### config.mk
export PLATFORM = sky130hd
export DESIGN_NAME = z80_bank_port_sync_flat
export DESIGN_NICKNAME = d
export VERILOG_FILES = /design/src/rtl/z80_bank_port_sync_if.sv /design/src/rtl/z80_bank_port_sync.sv /design/src/flat_wrapper.sv
export SDC_FILE = /design/constraint.sdc
export NUM_CORES = 1
export LEC_CHECK = 0
export CAP_MARGIN = 20
export CORE_MARGIN = 4
export CORE_UTILIZATION = 44
export DETAILED_ROUTE_END_ITERATION = 10
export MAX_ROUTING_LAYER = met4
export PLACE_DENSITY = 0.71
export SLEW_MARGIN = 20
export SYNTH_ARGS = -nofsm -noshare
export SYNTH_HDL_FRONTEND = slang
export SYNTH_SLANG_ARGS = --single-unit
### constraint.sdc
create_clock -name clk -period 1.6 [get_ports clk]
set_clock_uncertainty 0.05 [all_clocks]
set_input_delay 0.4 -clock clk [delete_from_list [all_inputs] [get_ports clk]]
set_output_delay 0.4 -clock clk [all_outputs]
set_load 0.03 [all_outputs]
### src/rtl/z80_bank_port_sync_if.sv
// rtl/z80_bank_port_sync_if.sv - Z80 bus and bank-select bundle for the bank port stage
//
// Purpose: groups the raw Z80 bus inputs and the bank port outputs.
//   master : the Z80 bus side, which drives the strobes, address and data and observes the outputs
//   slave  : z80_bank_port_sync, which samples the bus and drives the bank select
// Signals:
//   AddrIO[3:0]  Z80 A7..A4
//   D1D0[1:0]    Z80 D1..D0
//   WR_N, RD_N, MREQ_N, IORQ_N   asynchronous active-low Z80 strobes
//   bank[1:0]    current bank select to the RAM decoder
//   bank_wr      one-cycle pulse on the cycle bank takes a new value
//   bus_conf     synced /MREQ and /IORQ both low
//   D_OUT[1:0]   readback data
//   D_OE         readback output enable

interface z80_bank_port_sync_if;
  logic [3:0] AddrIO;
  logic [1:0] D1D0;
  logic       WR_N;
  logic       RD_N;
  logic       MREQ_N;
  logic       IORQ_N;
  logic [1:0] bank;
  logic       bank_wr;
  logic       bus_conf;
  logic [1:0] D_OUT;
  logic       D_OE;

  modport master (
    output AddrIO, D1D0, WR_N, RD_N, MREQ_N, IORQ_N,
    input  bank, bank_wr, bus_conf, D_OUT, D_OE
  );

  modport slave (
    input  AddrIO, D1D0, WR_N, RD_N, MREQ_N, IORQ_N,
    output bank, bank_wr, bus_conf, D_OUT, D_OE
  );
endinterface

### src/rtl/z80_bank_port_sync.sv
// rtl/z80_bank_port_sync.sv - synchronised, glitch-filtered Z80 I/O bank port
//
// Purpose: the upstream stage of the 64K expansion RAM decoder.
//   - Samples the asynchronous Z80 strobes, address and data.
//   - Qualifies I/O writes to BANK_PORT.
//   - Commits exactly one bank value per I/O write cycle.
//   - Drives bank[1:0], which the RAM decoder turns into RAM_A15/A14.
// Optional feature: define BANK_READBACK_EN to build the I/O read path,
//   which returns the bank on D_OUT/D_OE. When it is undefined, D_OUT=0 and D_OE=0.
// Ports:
//   clk   system clock; all logic is on the rising edge
//   rst   synchronous, active-high reset
//   bus   z80_bank_port_sync_if.slave, which carries:
//           AddrIO, D1D0, WR_N, RD_N, MREQ_N, IORQ_N  (inputs)
//           bank, bank_wr, bus_conf, D_OUT, D_OE     (outputs)

module z80_bank_port_sync #(
  parameter int         SYNC_STAGES   = 2,
  parameter int         STABLE_CYCLES = 2,
  parameter logic [3:0] BANK_PORT     = 4'h7,
  parameter logic [1:0] RESET_BANK    = 2'b01
) (
  input  logic                    clk,
  input  logic                    rst,
  z80_bank_port_sync_if.slave     bus
);

  localparam int CNT_W  = (STABLE_CYCLES < 2) ? 1 : $clog2(STABLE_CYCLES + 1);
  localparam int FILL_W = $clog2(SYNC_STAGES + 1);

  typedef enum logic [1:0] {IDLE, QUAL, COMMIT, HOLD} state_t;

  // Strobe bit order within each stage: {WR, RD, MREQ, IORQ}.
  logic [3:0] strb_sync [SYNC_STAGES];
  logic [3:0] addr_sync [SYNC_STAGES];
  logic [1:0] data_sync [SYNC_STAGES];

  logic       wr_s, rd_s, mreq_s, iorq_s;
  logic [3:0] addr_s;
  logic [1:0] data_s;
  logic       io_wr;

  state_t           state, state_nxt;
  logic [CNT_W-1:0] cnt;
  logic             cnt_load, cnt_inc, commit;

  logic [FILL_W-1:0] fill_cnt;
  logic              fill_done;
  logic              released;

  logic [1:0] bank_q;
  logic       bank_wr_q;
  logic       bus_conf_q;

  // The address and data chains have the same depth as the strobe chains,
  // so that all of them line up on the same cycle.
  always_ff @(posedge clk) begin
    if (rst) begin
      for (int i = 0; i < SYNC_STAGES; i++) begin
        strb_sync[i] <= '1;
        addr_sync[i] <= '1;
        data_sync[i] <= '1;
      end
    end else begin
      strb_sync[0] <= {bus.WR_N, bus.RD_N, bus.MREQ_N, bus.IORQ_N};
      addr_sync[0] <= bus.AddrIO;
      data_sync[0] <= bus.D1D0;
      for (int i = 1; i < SYNC_STAGES; i++) begin
        strb_sync[i] <= strb_sync[i-1];
        addr_sync[i] <= addr_sync[i-1];
        data_sync[i] <= data_sync[i-1];
      end
    end
  end

  assign wr_s   = strb_sync[SYNC_STAGES-1][3];
  assign rd_s   = strb_sync[SYNC_STAGES-1][2];
  assign mreq_s = strb_sync[SYNC_STAGES-1][1];
  assign iorq_s = strb_sync[SYNC_STAGES-1][0];
  assign addr_s = addr_sync[SYNC_STAGES-1];
  assign data_s = data_sync[SYNC_STAGES-1];

  assign io_wr = !iorq_s && mreq_s && !wr_s && rd_s && (addr_s == BANK_PORT);

  // A write cycle still in progress when reset is released must not commit.
  // The chains hold reset ones (fake "inactive") until SYNC_STAGES real
  // samples have shifted in. Only after that can a released strobe arm the FSM.
  assign fill_done = (fill_cnt == FILL_W'(SYNC_STAGES));

  always_ff @(posedge clk) begin
    if (rst) begin
      fill_cnt <= '0;
      released <= 1'b0;
    end else begin
      if (!fill_done)
        fill_cnt <= fill_cnt + FILL_W'(1);
      if (fill_done && (iorq_s || wr_s))
        released <= 1'b1;
    end
  end

  always_ff @(posedge clk) begin
    if (rst)
      state <= IDLE;
    else
      state <= state_nxt;
  end

  always_comb begin
    state_nxt = state;
    cnt_load  = 1'b0;
    cnt_inc   = 1'b0;
    commit    = 1'b0;
    case (state)
      IDLE: begin
        if (io_wr && released) begin
          state_nxt = QUAL;
          cnt_load  = 1'b1;
        end
      end
      QUAL: begin
        if (!io_wr)
          state_nxt = IDLE;
        else if (cnt == CNT_W'(STABLE_CYCLES)) begin
          commit    = 1'b1;
          state_nxt = COMMIT;
        end else
          cnt_inc = 1'b1;
      end
      COMMIT: state_nxt = HOLD;
      // Remain here for the rest of the I/O cycle, so one cycle commits only once.
      HOLD: begin
        if (iorq_s || wr_s)
          state_nxt = IDLE;
      end
      default: state_nxt = IDLE;
    endcase
  end

  // bank and bank_wr are registered on entry to COMMIT. The new value and its
  // pulse therefore appear together during the COMMIT cycle.
  always_ff @(posedge clk) begin
    if (rst) begin
      cnt        <= '0;
      bank_q     <= RESET_BANK;
      bank_wr_q  <= 1'b0;
      bus_conf_q <= 1'b0;
    end else begin
      if (cnt_load)
        cnt <= CNT_W'(1);
      else if (cnt_inc)
        cnt <= cnt + CNT_W'(1);
      if (commit)
        bank_q <= data_s;
      bank_wr_q  <= commit;
      bus_conf_q <= !mreq_s && !iorq_s;
    end
  end

  assign bus.bank     = bank_q;
  assign bus.bank_wr  = bank_wr_q;
  assign bus.bus_conf = bus_conf_q;

`ifdef BANK_READBACK_EN
  logic       io_rd;
  logic [1:0] d_out_q;
  logic       d_oe_q;

  assign io_rd = !iorq_s && mreq_s && !rd_s && wr_s && (addr_s == BANK_PORT);

  always_ff @(posedge clk) begin
    if (rst) begin
      d_out_q <= 2'b00;
      d_oe_q  <= 1'b0;
    end else begin
      d_oe_q  <= io_rd;
      d_out_q <= io_rd ? bank_q : 2'b00;
    end
  end

  assign bus.D_OUT = d_out_q;
  assign bus.D_OE  = d_oe_q;
`else
  assign bus.D_OUT = 2'b00;
  assign bus.D_OE  = 1'b0;
`endif

endmodule

### src/flat_wrapper.sv
// flat-port wrapper written by rule: the top's interface ports become plain ports
module z80_bank_port_sync_flat 
#(
  parameter int         SYNC_STAGES   = 2,
  parameter int         STABLE_CYCLES = 2,
  parameter logic [3:0] BANK_PORT     = 4'h7,
  parameter logic [1:0] RESET_BANK    = 2'b01
)
  (clk, rst, bus_AddrIO, bus_D1D0, bus_WR_N, bus_RD_N, bus_MREQ_N, bus_IORQ_N, bus_bank, bus_bank_wr, bus_bus_conf, bus_D_OUT, bus_D_OE);
  z80_bank_port_sync_if bus_i ();
  input  logic clk;
  input  logic rst;
  input wire logic [$bits(bus_i.AddrIO)-1:0] bus_AddrIO;
  input wire logic [$bits(bus_i.D1D0)-1:0] bus_D1D0;
  input wire logic [$bits(bus_i.WR_N)-1:0] bus_WR_N;
  input wire logic [$bits(bus_i.RD_N)-1:0] bus_RD_N;
  input wire logic [$bits(bus_i.MREQ_N)-1:0] bus_MREQ_N;
  input wire logic [$bits(bus_i.IORQ_N)-1:0] bus_IORQ_N;
  output wire logic [$bits(bus_i.bank)-1:0] bus_bank;
  output wire logic [$bits(bus_i.bank_wr)-1:0] bus_bank_wr;
  output wire logic [$bits(bus_i.bus_conf)-1:0] bus_bus_conf;
  output wire logic [$bits(bus_i.D_OUT)-1:0] bus_D_OUT;
  output wire logic [$bits(bus_i.D_OE)-1:0] bus_D_OE;
  assign bus_i.AddrIO = bus_AddrIO;
  assign bus_i.D1D0 = bus_D1D0;
  assign bus_i.WR_N = bus_WR_N;
  assign bus_i.RD_N = bus_RD_N;
  assign bus_i.MREQ_N = bus_MREQ_N;
  assign bus_i.IORQ_N = bus_IORQ_N;
  assign bus_bank = bus_i.bank;
  assign bus_bank_wr = bus_i.bank_wr;
  assign bus_bus_conf = bus_i.bus_conf;
  assign bus_D_OUT = bus_i.D_OUT;
  assign bus_D_OE = bus_i.D_OE;
  z80_bank_port_sync #(.SYNC_STAGES(SYNC_STAGES), .STABLE_CYCLES(STABLE_CYCLES), .BANK_PORT(BANK_PORT), .RESET_BANK(RESET_BANK)) u_core (.clk(clk), .rst(rst), .bus(bus_i));
endmodule
==> results.py, run 1 <==
metrics = {
    "clocking": {
        "cts_setup_buffers": 0,
        "cts_sinks": 31,
        "clkTransAtPathRegs_ps": 90,
        "cts_buffer_depth": 2,
        "clock_latency_ps": 320,
        "hold_buffers": 0,
        "clockRootBuffer": "clkbuf_4",
        "htreeDepth": 2,
        "numCtsBuffers": 5,
        "cts_tree": "yes",
    },
    "floorplanning": {
        "die_x_um": 57.1,
        "die_height_um": 57.1,
        "die_area_um2": 3260,
        "io_pins": 19,
        "row_count": 17,
        "core_um2": 2250,
        "start_util_pct": 47.1,
    },
    "routing": {
        "drtIter0Drc": 8,
        "drc_errors": 0,
        "dr_total_vias": 677,
        "viasPerCell": 4.67,
        "finalWirelength_um": 1560,
        "postRouteAntennaNets": 0,
        "drtPass1Iterations": 4,
        "wl_per_cell_um": 10.8,
    },
    "critical_path": {
        "cp_max_fo": 2,
        "cp_top_family": "compound AO/OA/AOI/OAI gates",
        "critPathKind": "flop to flop",
        "crit_chain": "inv_1 -> ha_2 -> nand2b_4 -> a2111o_1 -> buf_4 -> a21oi_2",
        "cp.arrival_ps": 1720,
        "cp-start-kind": "flop",
        "slowest_stage": "a2111o_1",
        "crit_buf_inv": 2,
        "rr_startpoint": "u_core.cnt[0]",
        "critPathMaxStageDelay_ps": 430,
        "reg2reg_to": "u_core.state[0]",
        "worst_ep_required_time_ps": 1810,
        "r2r_slack_ps": 90,
        "reg2regPathDepth": 6,
        "end_kind": "flop",
    },
    "global_route": {
        "grt_max_degree": 31,
        "grt_usage_pct": 11.8,
        "antenna_found_initial": 0,
        "overflow": 0,
        "grt_pass1_vias": 671,
        "grt_pass1_wl_um": 2730,
    },
    "finish": {
        "final_common_cell": "dfxtp_1",
        "layout_common_cells": "30 x dfxtp_1, 20 x or2_2, 11 x clkdlybuf4s50_1",
        "area_growth_pct": 24.4,
        "drive_gt1_share_pct": 33.3,
        "fillers": 219,
        "nets": 131,
        "diodes": 0,
    },
    "place": {
        "place.gp.congestion": 0.737,
        "portBuffers": 15,
        "dp.final_hpwl_um": 1110,
    },
    "hold_path": {
        "hold_class": "flop to flop",
        "whs_path_depth": 1,
        "min_from": "u_core.addr_sync[0][0]",
        "holdPathEnd": "u_core.addr_sync[0][4]",
    },
    "yosys": {
        "synth_seq_cells": 31,
        "synth_seq_area_share_pct": 58.5,
        "ys_types": 25,
        "synth_cells": 97,
        "synth_area_um2": 1060,
        "yosys_warnings": 0,
        "syn_area_per_cell_um2": 10.9,
    },
    "power": {
        "comb_power_share_pct": 11.9,
        "switching_share_pct": 24.1,
        "p_switching_uw": 357,
        "power_density_nw_per_um2": 1120,
        "clkPwrFrac_pct": 30.4,
        "finalPower_mw": 1.48,
        "vdd_ir_drop_max_v": 0.000716,
        "pwr-share-seq_pct": 57.7,
        "power.leakage_nw": 0.515,
        "p_int_mw": 1.13,
    },
    "timing": {
        "min_period_over_period_pct": 94.4,
        "rsz0062_at_grt": "false",
        "drv_slew": 0,
        "fin_tns_setup_ps": 0,
        "hold_viol": 0,
        "max_freq_mhz": 662,
        "min_period_ps": 1510,
        "setup-violations-final": 0,
    },
    "job": {
        "drv_cap": 0,
    },
    "outcome": {
        "status": "complete, no violations",
    },
}
-- timing repair --
action	CTS	global route
resized for setup	4	5
setup endpoints to repair	4	3
pin swaps	0	2
-- area by class of cell --
cell class,count,area [µm²],area share [%]
repair buffers,17,173,13.1
multi-input cells,58,419,31.8
clock inverters,1,5.00,0.379
flip-flops and latches,31,622,47.1
clock buffers,6,51.3,3.89
well taps,28,35.0,2.65
inverters,4,15.0,1.14
-- through the flow --
stage | std cells | instance area, µm² | worst slack [ps] | util, % | hold WS (ps)
2_1_floorplan | 99 | 1070 | 110 | - | 339
3_3_place_gp | 138 | 1250 | 84.6 | 55.3 | 342
3_5_place_dp | 138 | 1250 | 55.5 | 55.3 | 346
4_1_cts | 145 | 1300 | 32.8 | 57.6 | 369
5_1_grt | 145 | 1320 | 1.47 | 58.5 | 378
6_report | 145 | 1320 | 89.9 | 58.5 | 358
-- worst max path at each step --
| stage | endpoint | cells after the start | slack (ps) | start |
|---|---|---|---|---|
| floorplan | u_core.cnt[1] | 5 | 110 | u_core.cnt[0] |
| global placement | u_core.cnt[1] | 4 | 80 | rst |
| detailed placement | u_core.cnt[1] | 4 | 60 | rst |
| CTS | u_core.cnt[1] | 5 | 30 | u_core.cnt[0] |
| global route | u_core.state[0] | 6 | 1 | u_core.cnt[0] |
| finish | u_core.state[0] | 6 | 90 | u_core.cnt[0] |
-- cells by family (layout without fill, tap and decap cells) --
| kind of cell | Yosys count | after routing | synth area share, % |
|---|---|---|---|
| AOI/OAI and AO/OA | 9 | 9 | 5.78 |
| xor gates and xnor gates | 1 | 1 | 0.826 |
| adders and majority gates | 2 | 2 | 2.36 |
| buffers and inverters | 10 | 28 | 4.60 |
| DFF | 31 | 31 | 58.5 |
| muxes | 2 | 2 | 1.89 |
| other | 1 | 3 | 0.353 |
| and+or+nand+nor | 41 | 41 | 25.7 |
-- worst reg2reg max path, delay by kind of cell, from the launching register on --
family	cells	cell delay, ps
simple gates	1	140
fa+ha+maj	1	180
compound gates	2	540
buf+inv	2	200
flops	1	330
-- layer usage --
| metal | track usage [%] | part of all wire [%] |
|---|---|---|
| met4 | 7.95 | 2.9 |
| met2 | 20.1 | 50 |
| met3 | 6.11 | 8.1 |
| met1 | 9.78 | 39 |
| met5 | - | 0 |
-- Yosys cell counts --
cell,instances,area (µm²)
nor4_1,1,6.26
o21ai_0,2,10.0
buf_1,1,3.75
a2111o_1,1,11.3
or4_4,1,11.3
nor4_2,1,12.5
nor3_1,1,5.00
nand4b_4,1,23.8
nand2b_1,2,12.5
clkbuf_1,2,7.51
xor2_1,1,8.76
nor2_1,7,26.3
inv_1,4,15.0
conb_1,1,3.75
a21oi_1,3,15.0
buf_4,3,22.5
nand2_1,6,22.5
o22ai_1,1,6.26
a32o_1,1,10.0
mux2i_1,2,20.0
nand4bb_4,1,27.5
dfxtp_1,31,621
or2_2,20,125
a21oi_2,1,8.76
ha_1,2,25.0
-- state kept, by name, summed over array words and instances, names as in the netlist, named ones only --
name / flops
u_core.state: 1
u_core.released: 1
u_core.fill_cnt: 2
u_core.strb_sync: 8
u_core.bus.bank_wr: 1
u_core.bus.bank: 2
u_core.addr_sync: 8
u_core.cnt: 2
u_core.bus.bus_conf: 1
u_core.data_sync: 4
-- power by group through the flow --
stage               registers (mW)  logic, mW  clock network [mW]
finish                       0.856      0.176               0.450
global route                 0.868      0.207               0.505
CTS                          0.858      0.179               0.472
detailed placement           0.876      0.179                   0
global placement             0.872      0.173                   0
floorplan                    0.868      0.135                   0
Power figures use the tool's default switching activity.
==> run 2: changes to the inputs <==
Settings changed: CORE_MARGIN 4 to 3, SLEW_MARGIN 20 to not set.
==> run 2 against run 1 <==
  * Die area fell by 6.9%
  * Critical path depth fell by 1
  * First-iteration DRC count fell by 50%
  * Maximum frequency fell by 1.1%
  * Final area rose by 0.38%
  * Combinational power rose by 5%
  * Non-clock buffer count rose by 1
  * Clock power rose by 13%
  * Worst hold slack improved by 4.2 ps
  * Sequential power barely moved
  * Critical endpoint is now u_core.cnt[1]
  * Largest cell class unchanged
  * Largest power group unchanged
  * Highest routed layer unchanged
==> results.py, run 2 (synthesized netlist as in run 1, its figures left out) <==
metrics = {
    "global_route": {
        "antenna_found_initial": 0,
        "grt_pass1_vias": 618,
        "gr-usage-met2_pct": 19.1,
        "grt_pass1_wl_um": 2360,
        "use_met1_pct": 10.9,
        "grt.met3_usage_pct": 7.24,
        "grt-busiest-layer": "met2",
        "grt_usage_pct": 12.0,
        "overflow": 0,
        "grt_max_degree": 21,
    },
    "routing": {
        "wl_per_cell_um": 9.69,
        "postRouteAntennaNets": 0,
        "drtIter0Drc": 4,
        "drtPass1Iterations": 2,
        "finalWirelength_um": 1420,
        "viasPerCell": 4.59,
        "dr_total_vias": 674,
        "drc_errors": 0,
    },
    "outcome": {
        "status": "complete, no violations",
    },
    "power": {
        "comb_power_share_pct": 11.9,
        "finalPower_mw": 1.55,
        "power.leakage_nw": 0.520,
        "pwr-share-seq_pct": 55.3,
        "power_density_nw_per_um2": 1170,
        "clkPwrFrac_pct": 32.8,
        "p_switching_uw": 370,
        "switching_share_pct": 23.9,
        "p_int_mw": 1.18,
        "vdd_ir_drop_max_v": 0.000959,
    },
    "floorplanning": {
        "row_count": 17,
        "core_um2": 2250,
        "start_util_pct": 47.1,
        "die_height_um": 55.1,
        "io_pins": 19,
        "die_area_um2": 3040,
        "die_x_um": 55.1,
    },
    "clocking": {
        "cts_buffer_depth": 2,
        "clockRootBuffer": "clkbuf_4",
        "cts_setup_buffers": 0,
        "clock_latency_ps": 320,
        "clkTransAtPathRegs_ps": 90,
        "cts_sinks": 31,
        "numCtsBuffers": 5,
        "cts_tree": "yes",
        "hold_buffers": 0,
        "htreeDepth": 2,
    },
    "finish": {
        "nets": 132,
        "diodes": 0,
        "largest_registers": "u_core.addr_sync: 8 flops, u_core.strb_sync: 8 flops, u_core.data_sync: 4 flops",
        "final_common_cell": "dfxtp_1",
        "area_growth_pct": 24.9,
        "final_util_pct": 58.8,
        "layoutNonFillerInstCount": 147,
        "layout_common_cells": "30 x dfxtp_1, 20 x or2_2, 11 x clkdlybuf4s50_1",
        "drive_gt1_share_pct": 32.8,
    },
    "job": {
        "drv_cap": 0,
    },
    "critical_path": {
        "worst_ep_required_time_ps": 1770,
        "end_kind": "flop",
        "cp.arrival_ps": 1700,
        "cp-start-kind": "flop",
        "cp_max_fo": 2,
        "critPathKind": "flop to flop",
    },
    "timing": {
        "min_period_ps": 1530,
        "max_freq_mhz": 655,
        "rsz0062_at_grt": "false",
        "setup-violations-final": 0,
        "min_period_over_period_pct": 95.4,
        "hold_viol": 0,
        "fin_tns_setup_ps": 0,
        "drv_slew": 0,
    },
    "place": {
        "dp.final_hpwl_um": 1070,
        "dp_cells": 139,
        "portBuffers": 15,
        "place.gp.congestion": 0.724,
    },
    "hold_path": {
        "hold_class": "flop to flop",
    },
}
## run 2: final timing paths
| path | startpoint | endpoint | slack (ps) | cells after the start |
|---|---|---|---|---|
| setup / recovery | u_core.cnt[0] | u_core.cnt[1] | 70 | 5 |
| hold / removal | u_core.data_sync[0][0] | u_core.data_sync[1][0] | 360 | 1 |
| hold reg to reg | u_core.data_sync[0][0] | u_core.data_sync[1][0] | 360 | 1 |
| setup reg to reg | u_core.cnt[0] | u_core.cnt[1] | 70 | 5 |
## run 2: metal layers
metal  part of all wire (%)  up-vias
met1                     38      301
met2                     51       16
met3                    7.8        6
li1                       -      351
met5                      0        -
met4                    2.7        0
## run 2: repair_timing
item / in CTS / in global routing
pin swaps: 0 / 2
setup endpoints to repair: 4 / 2
endpoints found under the hold margin: 0 / 0
gates resized for setup: 4 / 3
## run 2: area by class of cell
cell class / count / area (µm²)
multi-input cells: 58 / 413
clock buffers: 7 / 65.1
well taps: 28 / 35.0
clock inverters: 1 / 7.51
inverters: 4 / 15.0
repair buffers: 18 / 168
fillers: 214 / 930
flip-flops and latches: 31 / 622
## run 2: power groups by stage
| stage | Clock [mW] | Sequential [mW] | Combinational [mW] |
|---|---|---|---|
| after floorplan | 0 | 0.868 | 0.135 |
| after global placement | 0 | 0.872 | 0.169 |
| after detailed placement | 0 | 0.875 | 0.187 |
| after CTS | 0.529 | 0.857 | 0.188 |
| after global routing | 0.556 | 0.864 | 0.207 |
| final | 0.508 | 0.856 | 0.184 |
## run 2: critical path, stage by stage (launching register included)
cell	delay [ps]
dfxtp_2	330
inv_1	50
ha_1	200
nand2b_4	140
a2111o_1	420
a32o_1	230
## run 2: through the flow
step,setup slack (ps),hold WS (ps),instance area [µm²]
3_3_place_gp,94.7,342,1240
3_5_place_dp,54.7,343,1240
5_1_grt,7.23,377,1330
4_1_cts,42.0,366,1310
6_report,73.3,363,1330
2_1_floorplan,110,339,1070
==> variant: new RTL, settings of run 2 <==
`SYNC_STAGES` is set to 2 in 2 places; all go to 4.
--- a/src/rtl/z80_bank_port_sync.sv
+++ b/src/rtl/z80_bank_port_sync.sv
@@ -16,5 +16,5 @@
 
 module z80_bank_port_sync #(
-  parameter int         SYNC_STAGES   = 2,
+  parameter int         SYNC_STAGES   = 4,
   parameter int         STABLE_CYCLES = 2,
   parameter logic [3:0] BANK_PORT     = 4'h7,
--- a/src/flat_wrapper.sv
+++ b/src/flat_wrapper.sv
@@ -2,5 +2,5 @@
 module z80_bank_port_sync_flat 
 #(
-  parameter int         SYNC_STAGES   = 2,
+  parameter int         SYNC_STAGES   = 4,
   parameter int         STABLE_CYCLES = 2,
   parameter logic [3:0] BANK_PORT     = 4'h7,
Formal check against the unedited RTL: not equivalent (a bounded check fails within 4 cycles, from zero or initial values and one cycle with rst high).
==> variant against run 2 <==
- the flow now finishes with violations (negative setup slack)
- sequential power grew 59%
- wire length grew 61%
- worst setup slack lost 0.13 ns
- area after synthesis grew 54%
- worst hold slack lost 0.0060 ns
- sequential cell count grew 21
- design area grew 50%
- total power grew 51%
- critical endpoint is now u_core.cnt[0]
- largest power group unchanged
==> variant: results (changes against run 2) <==
global-route wire length before repair 3850 um (was 2360 um); Worst Hold Depth 1 (unchanged); violated checks negative setup slack; 1st-iter DRT viols 18 (was 4); final setup fails 2 (was 0); root buffer cell clkbuf_8 (was clkbuf_4); drt via density 4.49 (was 4.59); register area share after synthesis 63.7% (was 58.5%); Synth area leaders dfxtp_1 (64%), or2_2 (13%), or2_1 (2.7%) (was dfxtp_1 (58%), or2_2 (12%), nand4bb_4 (2.6%)); Avg WL per Cell 10.5 um (was 9.69 um); CP Max Fanout 3 (was 2); CP Data Arrival Time 1.83 ns (was 1.70 ns); port buffer count 15 (unchanged); worst r2r path cells 4 (was 5); diode count 0 (unchanged); largest registers u_core.addr_sync x16, u_core.strb_sync x16, u_core.data_sync x8 (was u_core.addr_sync x8, u_core.strb_sync x8, u_core.data_sync x4); FILL cells 308 (was 214); H-tree depth 2 (unchanged); Ys Warns 0 (unchanged); drt first pass iters 3 (was 2); share of cells above drive strength 1 32.4% (was 32.8%); CTS buffer count 5 (unchanged); nets 187 (was 132); Unique masters post-synth 28 (was 25); post-DP HPWL 1510 um (was 1070 um); initial antenna violation count 0 (unchanged); Leak Pwr 0.762 nW (was 0.520 nW); clk_lat worst skew 0.30 ns (was 0.32 ns); share of synthesized flip-flops with an asynchronous set or reset 0% (unchanged); CTS Buffer Depth 2 (unchanged); vias in the first global route 950 (was 618); Setup WS pre-CTS -0.0924 ns (was 0.0547 ns); all-layer global routing usage 12.2% (was 12.0%); status finished with violations (was completed); cells after synthesis 151 (was 97); most frequent cells after synthesis dfxtp_1 (52), or2_2 (33), nor2_1 (9), clkbuf_1 (7), or2_1 (7) (was dfxtp_1 (31), or2_2 (20), nor2_1 (7), nand2_1 (6), inv_1 (4)); Worst Hold Class reg2reg (unchanged); GPL Wtd Cong 0.820 (was 0.724); worst vdd ir 767 uV (was 959 uV); Cells after DPL 210 (was 139); Final Worst Setup Slack -0.0539 ns (was 0.0733 ns); drt total wl 2290 um (was 1420 um); largest net degree at the start of global routing 28 (was 21)
[variant: cell count changes in the layout (fill, tap and decap cells not counted), moves of 2 or more]
| cell | delta |
|---|---|
| o21ai_0 | -2 |
| nor2_1 | +2 |
| buf_4 | +4 |
| dfxtp_1 | +21 |
| or2_1 | +7 |
| or2_2 | +13 |
| clkbuf_4 | -5 |
| clkbuf_8 | +3 |
[variant: final cells by class]
class	instances	share of cell area, %
well taps	46	2.89
inverters	3	0.565
clock inverters	3	2.14
flip-flops and latches	52	52.3
multi-input cells	88	28.7
clock buffers	5	3.45
repair buffers	22	9.92
[variant: logic make-up after synthesis]
family / share of synthesized area [%]
mux: 0.612
flops: 63.7
fa+ha+maj: 2.30
buf+inv: 3.67
compound gates: 4.29
xor+xnor: 0.536
other cells: 0.229
simple gates: 24.7
[variant: through the flow]
step                      area, um^2  total power, mW  setup TNS [ns]
after CTS                       1950             2.37         -0.0973
after floorplan                 1640             1.47        -0.00646
after detailed placement        1850             1.51         -0.0924
after global placement          1850             1.50         -0.0571
after global routing            1990             2.45          -0.244
final                           1990             2.34         -0.0854
[variant: report_power, final]
| group | switching [mW] | leakage [nW] | internal [mW] | total, mW |
|---|---|---|---|---|
| Clock | 0.398 | 0.0541 | 0.462 | 0.861 |
| Combinational | 0.0572 | 0.281 | 0.0654 | 0.123 |
| Sequential | 0.0166 | 0.426 | 1.34 | 1.36 |
[variant: what timing repair did]
action / 4_1_cts / 5_1_grt
gates resized for setup: 4 / 7
hold buffers: 0 / 0
pin swaps: 1 / 1
buffers inserted: 0 / 1
endpoints found under the hold margin: 0 / 0
endpoints found under the setup margin: 7 / 4
[variant: final timing paths]
path / startpoint / end / slack (ns)
worst max-delay path: u_core.strb_sync[3][0] / u_core.cnt[0] / -0.05
worst max register to register: u_core.strb_sync[3][0] / u_core.cnt[0] / -0.05
worst min-delay path: u_core.addr_sync[0][2] / u_core.addr_sync[1][2] / 0.36
worst min register to register: u_core.addr_sync[0][2] / u_core.addr_sync[1][2] / 0.36
[variant: metal layers]
metal | global-route usage, % | share of wire (%) | routed length [um] | up-vias
li1 | - | - | - | 512
met1 | 12.3 | 45 | 1040 | 448
met2 | 19.6 | 47 | 1090 | 19
met3 | 4.55 | 4.8 | 109 | 4
met4 | 8.35 | 2.6 | 60 | 0
met5 | - | 0 | 0 | -
[variant: worst max-delay path, stage by stage, from the launching register on]
cell	delay [ns]
dfxtp_2	0.33
or2_4	0.25
or3_4	0.38
or4_1	0.40
a22oi_1	0.17
